==> src/rtl/score_display_pkg.sv <==
// score_display_pkg: glyph codes, sequencer states and the active-player scan helper
// shared by the score display sequencer and its leader finder.
package score_display_pkg;

    localparam logic [3:0] GLYPH_OFF  = 4'd10;
    localparam logic [3:0] GLYPH_P    = 4'd11;
    localparam logic [3:0] GLYPH_DASH = 4'd12;

    typedef enum logic [1:0] {IDLE, BLINK, DISPLAY, LEADER} state_t;

    // First set bit strictly after cur, wrapping over 9 slots; cur itself if it is the only one.
    function automatic logic [3:0] next_active(input logic [8:0] mask, input logic [3:0] cur);
        logic [3:0] w_nxt;
        w_nxt = cur;
        for (int i = 9; i >= 1; i--)
            if (mask[(int'(cur) + i) % 9]) w_nxt = 4'((int'(cur) + i) % 9);
        return w_nxt;
    endfunction

    function automatic logic [3:0] digit(input logic [3:0] n);
        return (n > 4'd9) ? GLYPH_DASH : n;
    endfunction

endpackage

==> src/rtl/score_leader_finder.sv <==
// score_leader_finder: combinational strict-maximum search over packed BCD scores.
// Only compiled when SCORE_DISPLAY_LEADER_EN is defined.
`ifdef SCORE_DISPLAY_LEADER_EN
module score_leader_finder #(
    parameter int NUM_PLAYERS = 2
) (
    input  logic [4*NUM_PLAYERS-1:0] i_tens,
    input  logic [4*NUM_PLAYERS-1:0] i_ones,
    output logic [3:0]               o_idx,
    output logic                     o_tie
);

    logic [7:0] w_max;
    logic [3:0] w_cnt;

    always_comb begin
        w_max = '0;
        o_idx = '0;
        w_cnt = '0;
        for (int k = 0; k < NUM_PLAYERS; k++)
            if ({i_tens[4*k +: 4], i_ones[4*k +: 4]} > w_max) begin
                w_max = {i_tens[4*k +: 4], i_ones[4*k +: 4]};
                o_idx = 4'(k);
            end
        for (int k = 0; k < NUM_PLAYERS; k++)
            if ({i_tens[4*k +: 4], i_ones[4*k +: 4]} == w_max) w_cnt = w_cnt + 4'd1;
        o_tie = w_cnt > 4'd1;
    end

endmodule
`endif

==> src/rtl/score_display_sequencer.sv <==
// score_display_sequencer: cycles the shared 2-digit display over active players (blink "Pn", then score).
// Define SCORE_DISPLAY_LEADER_EN to add a leader screen at the wrap point.
module score_display_sequencer
    import score_display_pkg::*;
#(
    parameter int NUM_PLAYERS   = 2,
    parameter int BLINK_TIME    = 500,
    parameter int DISPLAY_TIME  = 2000,
    parameter int BLINK_TOGGLES = 4,
    parameter int TIMER_W       = 12
) (
    input  logic                     clk_1khz,
    input  logic                     rst_i,
    input  logic                     hold_i,
    input  logic [NUM_PLAYERS-1:0]   active_i,
    input  logic [4*NUM_PLAYERS-1:0] tens_i,
    input  logic [4*NUM_PLAYERS-1:0] ones_i,
    output logic [3:0]               tens_o,
    output logic [3:0]               ones_o,
    output logic [3:0]               player_o
);

    localparam logic [TIMER_W-1:0] BLINK_LAST = TIMER_W'(BLINK_TIME - 1);
    localparam logic [TIMER_W-1:0] DISP_LAST  = TIMER_W'(DISPLAY_TIME - 1);
    localparam logic [3:0]         TOG_LAST   = 4'(BLINK_TOGGLES - 1);

    state_t             r_state, w_state_nx;
    logic [TIMER_W-1:0] r_timer, w_timer_nx;
    logic [3:0]         r_interval, w_interval_nx;
    logic [3:0]         r_cur, w_cur_nx;
    logic [3:0]         w_tens_nx, w_ones_nx, w_player_nx;
    logic [8:0]         w_mask;
    logic [3:0]         w_first, w_next, w_tgt, w_sel_tens, w_sel_ones;
    logic               w_go;

    assign w_mask     = 9'(active_i);
    assign w_first    = next_active(w_mask, 4'd8);
    assign w_next     = next_active(w_mask, r_cur);
    assign w_sel_tens = digit(tens_i[4*r_cur +: 4]);
    assign w_sel_ones = digit(ones_i[4*r_cur +: 4]);

`ifdef SCORE_DISPLAY_LEADER_EN
    logic [3:0] w_lead_idx, w_lead_tens, w_lead_ones;
    logic       w_lead_tie;

    score_leader_finder #(.NUM_PLAYERS(NUM_PLAYERS)) u_leader (
        .i_tens (tens_i),
        .i_ones (ones_i),
        .o_idx  (w_lead_idx),
        .o_tie  (w_lead_tie)
    );

    assign w_lead_tens = w_lead_tie ? GLYPH_DASH : GLYPH_P;
    assign w_lead_ones = w_lead_tie ? GLYPH_DASH : 4'(w_lead_idx + 4'd1);
`endif

    always_comb begin
        w_state_nx    = r_state;
        w_timer_nx    = r_timer;
        w_interval_nx = r_interval;
        w_cur_nx      = r_cur;
        w_tens_nx     = tens_o;
        w_ones_nx     = ones_o;
        w_player_nx   = player_o;
        w_go          = 1'b0;
        w_tgt         = w_first;
        if (!hold_i) begin
            case (r_state)
                IDLE: w_go = w_mask != '0;
                BLINK: begin
                    w_timer_nx = r_timer + 1'b1;
                    if (r_timer == BLINK_LAST) begin
                        w_timer_nx = '0;
                        if (r_interval == TOG_LAST) begin
                            w_state_nx = DISPLAY;
                            w_tens_nx  = w_sel_tens;
                            w_ones_nx  = w_sel_ones;
                        end else begin
                            w_interval_nx = r_interval + 4'd1;
                            w_tens_nx     = w_interval_nx[0] ? GLYPH_OFF : GLYPH_P;
                            w_ones_nx     = w_interval_nx[0] ? GLYPH_OFF : 4'(r_cur + 4'd1);
                        end
                    end
                end
                DISPLAY: begin
                    w_timer_nx = r_timer + 1'b1;
                    w_tens_nx  = w_sel_tens;
                    w_ones_nx  = w_sel_ones;
                    if (r_timer == DISP_LAST) begin
                        w_timer_nx = '0;
                        w_tgt      = w_next;
                        if (w_mask == '0) begin
                            w_state_nx  = IDLE;
                            w_tens_nx   = GLYPH_OFF;
                            w_ones_nx   = GLYPH_OFF;
                            w_player_nx = '0;
                        end
`ifdef SCORE_DISPLAY_LEADER_EN
                        else if (w_next <= r_cur) begin
                            w_state_nx = LEADER;
                            w_tens_nx  = w_lead_tens;
                            w_ones_nx  = w_lead_ones;
                        end
`endif
                        else w_go = 1'b1;
                    end
                end
`ifdef SCORE_DISPLAY_LEADER_EN
                LEADER: begin
                    w_timer_nx = r_timer + 1'b1;
                    w_tens_nx  = w_lead_tens;
                    w_ones_nx  = w_lead_ones;
                    if (r_timer == DISP_LAST) begin
                        w_timer_nx = '0;
                        if (w_mask == '0) begin
                            w_state_nx  = IDLE;
                            w_tens_nx   = GLYPH_OFF;
                            w_ones_nx   = GLYPH_OFF;
                            w_player_nx = '0;
                        end else w_go = 1'b1;
                    end
                end
`endif
                default: w_state_nx = IDLE;
            endcase
            // Common entry into the blink phase of the player chosen above.
            if (w_go) begin
                w_state_nx    = BLINK;
                w_timer_nx    = '0;
                w_interval_nx = '0;
                w_cur_nx      = w_tgt;
                w_player_nx   = w_tgt;
                w_tens_nx     = GLYPH_P;
                w_ones_nx     = 4'(w_tgt + 4'd1);
            end
        end
    end

    always_ff @(posedge clk_1khz or posedge rst_i) begin
        if (rst_i) begin
            r_state    <= IDLE;
            r_timer    <= '0;
            r_interval <= '0;
            r_cur      <= '0;
            tens_o     <= GLYPH_OFF;
            ones_o     <= GLYPH_OFF;
            player_o   <= '0;
        end else begin
            r_state    <= w_state_nx;
            r_timer    <= w_timer_nx;
            r_interval <= w_interval_nx;
            r_cur      <= w_cur_nx;
            tens_o     <= w_tens_nx;
            ones_o     <= w_ones_nx;
            player_o   <= w_player_nx;
        end
    end

endmodule

==> config.mk <==
export PLATFORM = sky130hd
export DESIGN_NAME = score_display_sequencer
export DESIGN_NICKNAME = d
export VERILOG_FILES = /design/src/rtl/score_display_pkg.sv /design/src/rtl/score_leader_finder.sv /design/src/rtl/score_display_sequencer.sv
export SDC_FILE = /design/constraint.sdc
export NUM_CORES = 1
export LEC_CHECK = 0
export ABC_AREA = 1
export BUFFER_PORTS_ARGS = -buffer_cell sky130_fd_sc_hd__buf_2
export CAP_MARGIN = 20
export CELL_PAD_IN_SITES_DETAIL_PLACEMENT = 1
export CELL_PAD_IN_SITES_GLOBAL_PLACEMENT = 1
export CORE_MARGIN = 2
export CORE_UTILIZATION = 48
export CTS_CLUSTER_DIAMETER = 120
export DETAILED_ROUTE_END_ITERATION = 8
export PLACE_DENSITY = 0.88
export SLEW_MARGIN = 20
export SYNTH_ARGS = -nofsm -noshare
export SYNTH_HDL_FRONTEND = slang
export SYNTH_SLANG_ARGS = --single-unit
==> constraint.sdc <==
create_clock -name clk_1khz -period 16.7 [get_ports clk_1khz]
set_clock_uncertainty 0.15 [all_clocks]
set_input_delay 0.835 -clock clk_1khz [delete_from_list [all_inputs] [get_ports clk_1khz]]
set_output_delay 0.835 -clock clk_1khz [all_outputs]
set_load 0.03 [all_outputs]
==> results.cfg <==
[sta]
min_period_ps = 5770
setup_violations = 0
maxSlewViolCount = 0
fin_crit_sh = 0.346
rsz0062_at_grt = false
maxSlewHeadroom = 0.444
finalSetupTns_ps = 0
hold_viol_final = 0
worstMarginPinSlew_ps = 833
max_freq_mhz = 173

[synth]
synth_cells = 781
async_reset_ff_frac = 1.00
syn_area_um2 = 5060
synth.top_cell.area_share = 0.148
synth_edf_count = 0
yosys-top-cells-area = dfrtp_1, ha_1, nand2_1
syn_nets = 858
avgSynthCellArea_um2 = 6.48
ys_ff_latch = 34
ys_types = 59
synth_warnings = 0
ys.flop_type = dfrtp_1
synth_seq_area_share = 0.169
yosysTopAreaCell = dfrtp_1

[drt]
wl_met1_um = 6830
drc = 0
drt_iter0_drc = 219
vias = 5280
routedWlPerCell_um = 16.9
drt-pass1-iter-count = 4
highest_layer = met4
ant_nets = 0
wl_um = 15900
vias_per_cell = 5.61
wl_met3_um = 445
wl_met2_um = 8220

[floorplanning]
pin_count = 33
rows = 37
core_region_area_um2 = 10300
die_w_um = 107
dieHeight_um = 107
dieArea_um2 = 11400
initial_utilization = 0.493

[hold_path]
hold_path_depth = 1
hold_path.class = register to register

[outcome]
status = finished, final reports clean

[cells_and_area]
area_growth_pct = 7.91
fin_area_um2 = 5460
antenna_cells = 0
fin_util = 0.532
n_fill_cell = 1460
drive_above_1_share = 0.163
nets = 882

[cts]
max-clock-path-buffers = 2
insertion_delay_ps = 290
cts_resized = 0
clkTransAtPathRegs_ps = 70
clockRootBuffer = clkbuf_8
cts_tree = built
cts_sinks = 34
numCtsBuffers = 5
cts_setup_buffers = 0
cts_hold_buffers = 0
htree_levels = 2

[global_route]
grt_max_degree = 46
grt_overflow = 0
gr-usage-all-layers = 0.287
grt_pass1_wl_um = 26600
antenna_found_initial = 0
grt_pass1_vias = 5659

[critical_path]
end_kind = register
startpoint = r_cur[1]$_DFFE_PP0P_
r2r_start = r_cur[1]$_DFFE_PP0P_
reg2regPathDepth = 38
worstReg2RegEnd = ones_o[2]$_DFFE_PP0P_
start_kind = register
crit_top_cell = nand2_1
cp.required_ps = 16770
slowest_delay_ps = 730
cp_max_fo = 17
critPathCapture = ones_o[2]$_DFFE_PP0P_
critPathSlowestCell = dfrtp_1
cp.arrival_ps = 5840
critPathKind = register to register
reg2reg_setup_slack_ps = 10930

[power_and_ir_drop]
cellLeakagePower_nw = 2.76
ir_drop_uv = 92.2
p_per_area_nw_per_um2 = 216

[job]
drv_cap = 0

[placed_design]
postPlaceCellArea_um2 = 5320
dpl.hpwl_um = 12600
place.gp.congestion = 0.861
portBuffers = 32
[per-stage QoR]
step	instances	power [mW]	hold slack, ps	worst slack [ps]
floorplan	781	0.852	314	11180
global placement	934	1.01	326	11420
detailed placement	934	1.07	334	10950
CTS	942	1.18	353	10930
global route	942	1.31	364	10320
finish	942	1.18	349	10930
[area by class of cell]
| type | count | area [um^2] | share of cell area |
|---|---|---|---|
| Multi-Input combinational cell | 613 | 3680 | 0.673 |
| Sequential cell | 34 | 856 | 0.157 |
| Inverter | 117 | 443 | 0.0811 |
| Timing Repair Buffer | 34 | 175 | 0.0321 |
| Tap cell | 136 | 170 | 0.0311 |
| Clock buffer | 6 | 82.6 | 0.0151 |
| Clock inverter | 2 | 60.1 | 0.0110 |
[layout by cell type, fill, tap and decap left out, types with 4 or more instances in the layout]
master and instances:
buf_2 32, nand2_1 184, clkbuf_8 6, nor3_1 8, or2_2 5, nand3_1 57
dfstp_2 4, nand4_1 14, nand2_4 5, nor3b_1 4, inv_1 98, nor2_2 6
o21ai_0 44, inv_2 16, a31oi_1 4, o31ai_1 5, ha_1 56, xor2_1 26
nand2_2 17, dfrtp_1 30, a21oi_2 4, xor2_2 4, o21ai_1 10, nand3_2 6
nor2_1 78, a21oi_1 27, o21ai_2 6
[critical path, delay by kind of cell, from the launching register on]
kind / cells / cell delay, ps
AO/OA/AOI/OAI: 3 / 350
XOR/XNOR: 1 / 290
adder cells (fa/ha/maj): 4 / 1300
buffers and inverters: 4 / 630
flip-flops: 1 / 730
AND/OR/NAND/NOR: 26 / 2200
[per-layer routing]
| metal | vias to the layer above | GRT usage |
|---|---|---|
| met3 | 38 | 0.0347 |
| met4 | 0 | 0.103 |
| li1 | 2579 | - |
| met2 | 82 | 0.552 |
| met5 | - | 0 |
| met1 | 2581 | 0.322 |
[flip-flops by register name, summed over array words and instances, names as in the netlist]
name        count
ones_o          4
player_o        4
r_cur           4
r_interval      4
r_state         2
r_timer        12
tens_o          4
[how the worst min path moves through the flow]
stage	startpoint	slack (ps)	endpoint
2_1_floorplan	r_timer[7]$_DFFE_PP0P_	310	r_timer[7]$_DFFE_PP0P_
3_5_place_dp	tens_o[0]$_DFFE_PP0P_	330	tens_o[0]$_DFFE_PP0P_
5_1_grt	r_timer[7]$_DFFE_PP0P_	360	r_timer[7]$_DFFE_PP0P_
4_1_cts	tens_o[0]$_DFFE_PP0P_	350	tens_o[0]$_DFFE_PP0P_
3_3_place_gp	r_timer[7]$_DFFE_PP0P_	330	r_timer[7]$_DFFE_PP0P_
6_report	r_timer[7]$_DFFE_PP0P_	350	r_timer[7]$_DFFE_PP0P_
[logic make-up after synthesis]
family                     Yosys count  synth area share
DFF                                 34             0.169
adders and majority gates           56             0.138
AOI/OAI and AO/OA                  124             0.150
and+or+nand+nor                    400             0.373
xor gates and xnor gates            33            0.0645
buffers and inverters              134             0.105
[synth_stat cells (10+ instances only)]
cell / count
nor2_1: 78
o21ai_1: 10
nand2_2: 17
nand3_1: 57
a21oi_1: 27
nand4_1: 14
ha_1: 56
inv_1: 98
inv_2: 16
xor2_1: 26
o21ai_0: 44
dfrtp_1: 30
nand2_1: 184
[where the power goes]
group	switching (mW)	internal, mW
Combinational	0.646	0.294
Clock	0.0320	0.0637
Sequential	0.0319	0.112
(Power assumes the default switching activity.)
